## config.mk

```make
export PLATFORM = sky130hd
export DESIGN_NAME = pipeline_sequencer
export DESIGN_NICKNAME = d
export VERILOG_FILES = /design/src/rtl/pipeline_sequencer.sv
export SDC_FILE = /design/constraint.sdc
export NUM_CORES = 1
export LEC_CHECK = 0
export CELL_PAD_IN_SITES_DETAIL_PLACEMENT = 2
export CELL_PAD_IN_SITES_GLOBAL_PLACEMENT = 2
export CORE_MARGIN = 8
export CORE_UTILIZATION = 12
export CTS_CLUSTER_DIAMETER = 60
export DETAILED_ROUTE_END_ITERATION = 8
export HOLD_SLACK_MARGIN = 0.1
export PLACE_DENSITY = 0.83
export SYNTH_ARGS = -nofsm -noshare
export SYNTH_HDL_FRONTEND = slang
export SYNTH_SLANG_ARGS = --single-unit
```

## constraint.sdc

```tcl
create_clock -name CLK -period 2.05 [get_ports CLK]
set_input_delay 0.205 -clock CLK [delete_from_list [all_inputs] [get_ports CLK]]
set_output_delay 0.205 -clock CLK [all_outputs]
set_load 0.1 [all_outputs]
```

## src/rtl/pipeline_sequencer.sv

```systemverilog
// Stall/flush/run controller for the five-stage MIPS pipeline plus debug run/step/halt sequencing.
// Optional performance counters are enabled by defining PIPE_SEQ_PERF_COUNTERS_EN.
module pipeline_sequencer (
  input  logic        CLK,
  input  logic        RESET,
  input  logic        I_DBG_RUN,
  input  logic        I_DBG_MODE,
  input  logic        I_DBG_STEP,
  input  logic        I_HALT_WB,
  input  logic        I_IDEX_MemRead,
  input  logic [4:0]  I_IDEX_RT,
  input  logic [4:0]  I_IFID_RS,
  input  logic [4:0]  I_IFID_RT,
  input  logic        I_BRANCH_TAKEN,
  output logic        O_PC_ENABLE,
  output logic        O_IFID_ENABLE,
  output logic        O_IFID_FLUSH,
  output logic        O_IDEX_ENABLE,
  output logic        O_IDEX_BUBBLE,
  output logic        O_EXMEM_ENABLE,
  output logic        O_MEMWB_ENABLE,
  output logic [2:0]  O_STATE,
  output logic        O_HALTED,
  output logic [31:0] O_CYCLE_COUNT,
  output logic [31:0] O_STALL_COUNT
);

  typedef enum logic [2:0] {
    IDLE      = 3'd0,
    RUN       = 3'd1,
    STEP_WAIT = 3'd2,
    STEP_EXEC = 3'd3,
    HALTED    = 3'd4
  } state_t;

  state_t state;
  state_t next_state;
  logic   advance;
  logic   load_use;

  always_ff @(posedge CLK or posedge RESET) begin
    if (RESET) state <= IDLE;
    else       state <= next_state;
  end

  // Halt in WB outranks every other transition out of an advancing state.
  always_comb begin
    next_state = state;
    unique case (state)
      IDLE:      if (I_DBG_RUN) next_state = I_DBG_MODE ? STEP_WAIT : RUN;
      RUN:       if (I_HALT_WB) next_state = HALTED;
      STEP_WAIT: if (I_DBG_STEP) next_state = STEP_EXEC;
      STEP_EXEC: next_state = I_HALT_WB ? HALTED : STEP_WAIT;
      HALTED:    next_state = HALTED;
      default:   next_state = IDLE;
    endcase
  end

  always_comb begin
    advance  = (state == RUN) || (state == STEP_EXEC);
    load_use = I_IDEX_MemRead && (I_IDEX_RT != '0) &&
               ((I_IDEX_RT == I_IFID_RS) || (I_IDEX_RT == I_IFID_RT));
  end

  // A load-use stall holds PC and IF/ID and suppresses any branch flush.
  always_comb begin
    O_PC_ENABLE    = 1'b0;
    O_IFID_ENABLE  = 1'b0;
    O_IFID_FLUSH   = 1'b0;
    O_IDEX_ENABLE  = 1'b0;
    O_IDEX_BUBBLE  = 1'b0;
    O_EXMEM_ENABLE = 1'b0;
    O_MEMWB_ENABLE = 1'b0;
    O_STATE        = state;
    O_HALTED       = (state == HALTED);
    if (advance) begin
      O_IDEX_ENABLE  = 1'b1;
      O_EXMEM_ENABLE = 1'b1;
      O_MEMWB_ENABLE = 1'b1;
      if (load_use) begin
        O_IDEX_BUBBLE = 1'b1;
      end else begin
        O_PC_ENABLE   = 1'b1;
        O_IFID_ENABLE = 1'b1;
        O_IFID_FLUSH  = I_BRANCH_TAKEN;
      end
    end
  end

`ifdef PIPE_SEQ_PERF_COUNTERS_EN
  logic [31:0] cycle_count;
  logic [31:0] stall_count;

  always_ff @(posedge CLK or posedge RESET) begin
    if (RESET) begin
      cycle_count <= '0;
      stall_count <= '0;
    end else if (advance) begin
      cycle_count <= cycle_count + 32'd1;
      if (load_use) stall_count <= stall_count + 32'd1;
    end
  end

  assign O_CYCLE_COUNT = cycle_count;
  assign O_STALL_COUNT = stall_count;
`else
  assign O_CYCLE_COUNT = '0;
  assign O_STALL_COUNT = '0;
`endif

endmodule

```

Word level (Yosys, flattened, before mapping)
Cells that the tools add are included.
{"block": "word_totals", "register_bits": 3, "latch_bits": 0, "mem_bits_rw": 0, "rom_bits": 0, "input_bits": 23, "output_inout_bits": 75, "word_cells": 30, "n_memories": 0}
{"block": "op_classes", "addsub": 0, "n_mul": 0, "n_div": 0, "order_cmp": 0, "n_eq_ne": 9, "n_shift": 0, "mux": 13, "bitwise": 0, "n_reduce_logical": 7}
{"cell": "3-bit case mux with 5 select lines", "count": 1}
{"cell": "3-bit 2-to-1 mux", "count": 4}
{"cell": "5-bit == test", "count": 2}
{"cell": "1-bit 2-to-1 mux", "count": 7}
{"cell": "3-bit by 2-bit == test with 1-bit output (second input constant)", "count": 2}
{"cell": "2-bit != test (second input constant)", "count": 3}
{"cell": "5-bit nonzero test", "count": 1}
{"cell": "3-bit by 1-bit == test with 1-bit output (second input constant)", "count": 1}
{"cell": "3-bit == test (second input constant)", "count": 1}
{"cell": "3-bit zero test", "count": 1}
{"cell": "3-bit AND reduction", "count": 1}
{"cell": "1-bit logical AND", "count": 2}
{"cell": "1-bit logical OR", "count": 2}
{"cell": "2-bit 2-to-1 mux", "count": 1}

Longest topological paths before layout
{"block": "depth", "depth_word": 5, "depth_mapped": 5, "depth_no_buf": 4}

Worst setup path after synthesis
Ideal clock, no wire load.
{"block": "synth_timing", "path_kind": "register -> output", "from": "register state[0], in the netlist O_STATE[0]", "to": "output O_PC_ENABLE", "arrival_ns": 4.726, "required_time_ns": 1.845, "slack_ns": -2.881, "path_stages_with_launch": 5, "path_buffers": 1, "path_cell_list": "dfrtp_1 > inv_1 > nor2_1 > a21boi_1 > buf_4"}
{"block": "synth_between", "elab_chain_len": 3, "elab_cells_between_ends": 4, "classes_between": "eq/ne: 2; mux: 1; reduce/logical: 1"}
{"element": "start, declared", "line_no": "36", "text": "state_t state;"}
{"element": "start signal, assigned", "line_no": "43", "text": "else state <= next_state;"}
{"element": "3-bit by 1-bit == test with 1-bit output / 3-bit by 2-bit == test with 1-bit output (equally long branches)", "line_no": "60", "text": "advance = (state == RUN) || (state == STEP_EXEC);"}
{"element": "1-bit logical OR *", "line_no": "60"}
{"element": "1-bit 2-to-1 mux *"}
{"element": "end, declared", "line_no": "15", "text": "output logic O_PC_ENABLE,"}
Every way passes the cells marked *; elsewhere a longest branch is shown, timed or not.

Worst setup path in the final report
{"block": "layout_timing", "from": "input I_IDEX_RT[2]", "to": "output O_IFID_ENABLE"}
{"block": "layout_between", "elab_chain_len": 5, "elab_cells_between_ends": 8, "classes_between": "eq/ne: 2; mux: 2; reduce/logical: 4"}
{"element": "start, declared", "line_no": "11", "text": "input logic [4:0] I_IDEX_RT,"}
{"element": "5-bit == test / 5-bit nonzero test (equally long branches)", "line_no": "62, 61"}
{"element": "1-bit logical OR / 1-bit logical AND (equally long branches)", "line_no": "62, 61"}
{"element": "1-bit logical AND *", "line_no": "61", "text": "load_use = I_IDEX_MemRead && (I_IDEX_RT != '0) &&"}
{"element": "1-bit 2-to-1 mux *", "line_no": "80", "text": "if (load_use) begin"}
{"element": "1-bit 2-to-1 mux *", "line_no": "76", "text": "if (advance) begin"}
{"element": "end, declared", "line_no": "16", "text": "output logic O_IFID_ENABLE,"}
Marks and branches as above.

==> impl_metrics.json <==
{
  "fill_cells": 786,
  "drt_iter0_drc": 8,
  "ant_nets": 0,
  "crit_buf_inv": 2,
  "yosys_warnings": 0,
  "path_cells": "dlygate4sd2_1, or4_4, o21a_4, a21boi_4, buf_12",
  "critPathKind": "input port to output port",
  "synth-edff-count": 0,
  "rsz0062_at_grt": "no",
  "die_w_um": 97.8,
  "grt_pass1_wl_mm": 3.92,
  "placed_area_um2": 1110,
  "cts_tree": "done",
  "maxCapViolCount": 0,
  "syn_area_per_cell_um2": 7.65,
  "placedCellCount": 219,
  "leakagePower_nw": 0.553,
  "viasPerCell": 2.75,
  "start_kind": "input port",
  "path_delay_family": "simple AND/OR/NAND/NOR gates",
  "seqCellArea_um2": 80.1,
  "achievable-frequency_ghz": 0.531,
  "p_total_w": 0.00181,
  "syn_area_um2": 803,
  "synthCells": 105,
  "die-height_um": 97.8,
  "hold_viol_final": 0,
  "hold_ws_ns": 0.171,
  "antenna_found_initial": 0,
  "arrival_ns": 1.68,
  "pin_count": 98,
  "insertion_delay_ns": 0.21,
  "drc": 0,
  "largest_reg_flops": 3,
  "cts_made_buffers": 3,
  "period_share": 0.919,
  "skew_ns": 0.000890,
  "min_period_ns": 1.88,
  "routabilityCongestion": 0.768,
  "start_util": 0.121,
  "finalInstanceArea_um2": 1160,
  "ys.flop_type": "dfrtp_1",
  "synth.area.top_cells": "buf_4 63%, xnor2_1 11%, dfrtp_1 9.3%, nand2_1 1.9%, nor2_1 1.4%",
  "postCtsSetupBuffers": 0,
  "synth.top_cell.area_share": 0.626,
  "h-tree-depth": 1,
  "async_reset_ff_frac": 1.00,
  "rr_startpoint": "O_STATE[0]",
  "p_per_area_nw_per_um2": 1550,
  "cts_buffer_depth": 2,
  "setup_viol": 0,
  "cts_root_buffer": "clkbuf_8",
  "dieArea_um2": 9570,
  "ff2ff_path_depth": 4,
  "num_vias": 613,
  "crit_fanout": 3,
  "rows": 30,
  "yosysTopAreaCell": "buf_4",
  "overflow": 0,
  "core_um2": 6640,
  "drt-total-wl_mm": 2.62,
  "hold_path.class": "input port to asynchronous set/reset pin",
  "peakVddDrop_mv": 0.556,
  "status": "completed",
  "cpPeakStageDelay_ns": 0.54,
  "final-max-slew-violation-count": 0,
  "synth_seq_area_share": 0.0935,
  "regToRegEndpoint": "O_STATE[0]",
  "drive_gt1_frac": 0.210,
  "ys_top_cells_by_count": "67 x buf_4, 10 x xnor2_1, 4 x nand2_1",
  "syn_to_final_growth_pct": 45.0,
  "n_antenna_cell": 0,
  "synth.most_common_cell": "buf_4",
  "ys_types": 20,
  "nNetsFinal": 167,
  "drt-wirelength-per-cell_um": 11.7,
  "clkSinkCount": 3,
  "required_ns": 1.85,
  "drtPass1Iterations": 2,
  "multi_input_area_um2": 494,
  "end_kind": "output port",
  "synth_seq_cells": 3,
  "path_clk_slew_ns": 0.03,
  "tns_ns": 0,
  "portBuffers": 33,
  "cpMaxStageDelayCell": "or4_4",
  "grt_max_degree": 7,
  "fin_cells": 223,
  "r2r_setup_slack_ns": 0.68,
  "dp_hpwl_mm": 2.49,
  "grt_usage": 0.0509,
  "grt_pass1_vias": 771
}
[layer usage]
| layer | global-route usage | share of wire |
|---|---|---|
| met1 | 0.0452 | 0.35 |
| met2 | 0.0928 | 0.50 |
| met3 | 0.0370 | 0.15 |
| met4 | 0.00719 | 0.0023 |
| met5 | 0 | 0 |
[cell usage in the layout, fill, tap and decap left out, types with 2 or more instances in the layout]
cell,instances
conb_1,64
nand3_1,2
dlygate4sd2_1,4
clkbuf_8,3
buf_12,8
nor2_1,2
xnor2_1,10
nand2_1,4
buf_4,8
clkdlybuf4s50_1,18
[power by group]
part | switching, W | internal [W] | total, W
logic | 0.00118 | 0.000325 | 0.00151
registers | 0.0000424 | 0.0000894 | 0.000132
clock network | 0.0000370 | 0.000132 | 0.000169
total | 0.00126 | 0.000547 | 0.00181
[stage by stage]
step | setup slack (ns) | util
global placement | 0.0574 | 0.168
detailed placement | -0.0542 | 0.168
finish | 0.166 | 0.175
floorplan | -0.429 | -
global route | 0.101 | 0.175
CTS | 0.147 | 0.175
[how the worst max path moves through the flow]
stage	startpoint	end	slack, ns	cells past startpoint
after floorplan	O_STATE[0]	O_PC_ENABLE	-0.43	4
after global placement	I_IDEX_RT[1]	O_PC_ENABLE	0.06	5
after detailed placement	I_IDEX_RT[1]	O_PC_ENABLE	-0.05	5
after CTS	I_IDEX_RT[2]	O_PC_ENABLE	0.15	5
after global routing	I_IDEX_RT[0]	O_IDEX_BUBBLE	0.10	6
final	I_IDEX_RT[2]	O_IFID_ENABLE	0.17	5
[worst reg2reg max path, stage by stage, from the launching register on]
cell     delay (ns)
dfrtp_4        0.50
or3b_2         0.48
a21oi_1        0.17
a31oi_1        0.05
nor2_1         0.09
[final cells by class]
| cell class | count | area share |
|---|---|---|
| well taps | 80 | 0.0859 |
| inverters | 2 | 0.00859 |
| clock buffers | 4 | 0.0387 |
| flip-flops and latches | 3 | 0.0687 |
| repair buffers | 38 | 0.374 |
| multi-input cells | 96 | 0.424 |
[repair_timing]
item | CTS | global route
setup endpoints to repair | 4 | 0
gates resized for setup | 7 | 0
hold buffers | 0 | 0
[cells by family after synthesis]
| logic type | count (synthesis) | synth area share |
|---|---|---|
| compound gates | 8 | 0.0670 |
| xor+xnor | 10 | 0.109 |
| buf+inv | 69 | 0.636 |
| flops | 3 | 0.0935 |
| other cells | 1 | 0.00467 |
| simple gates | 14 | 0.0904 |
Power figures use the tool's default switching activity.
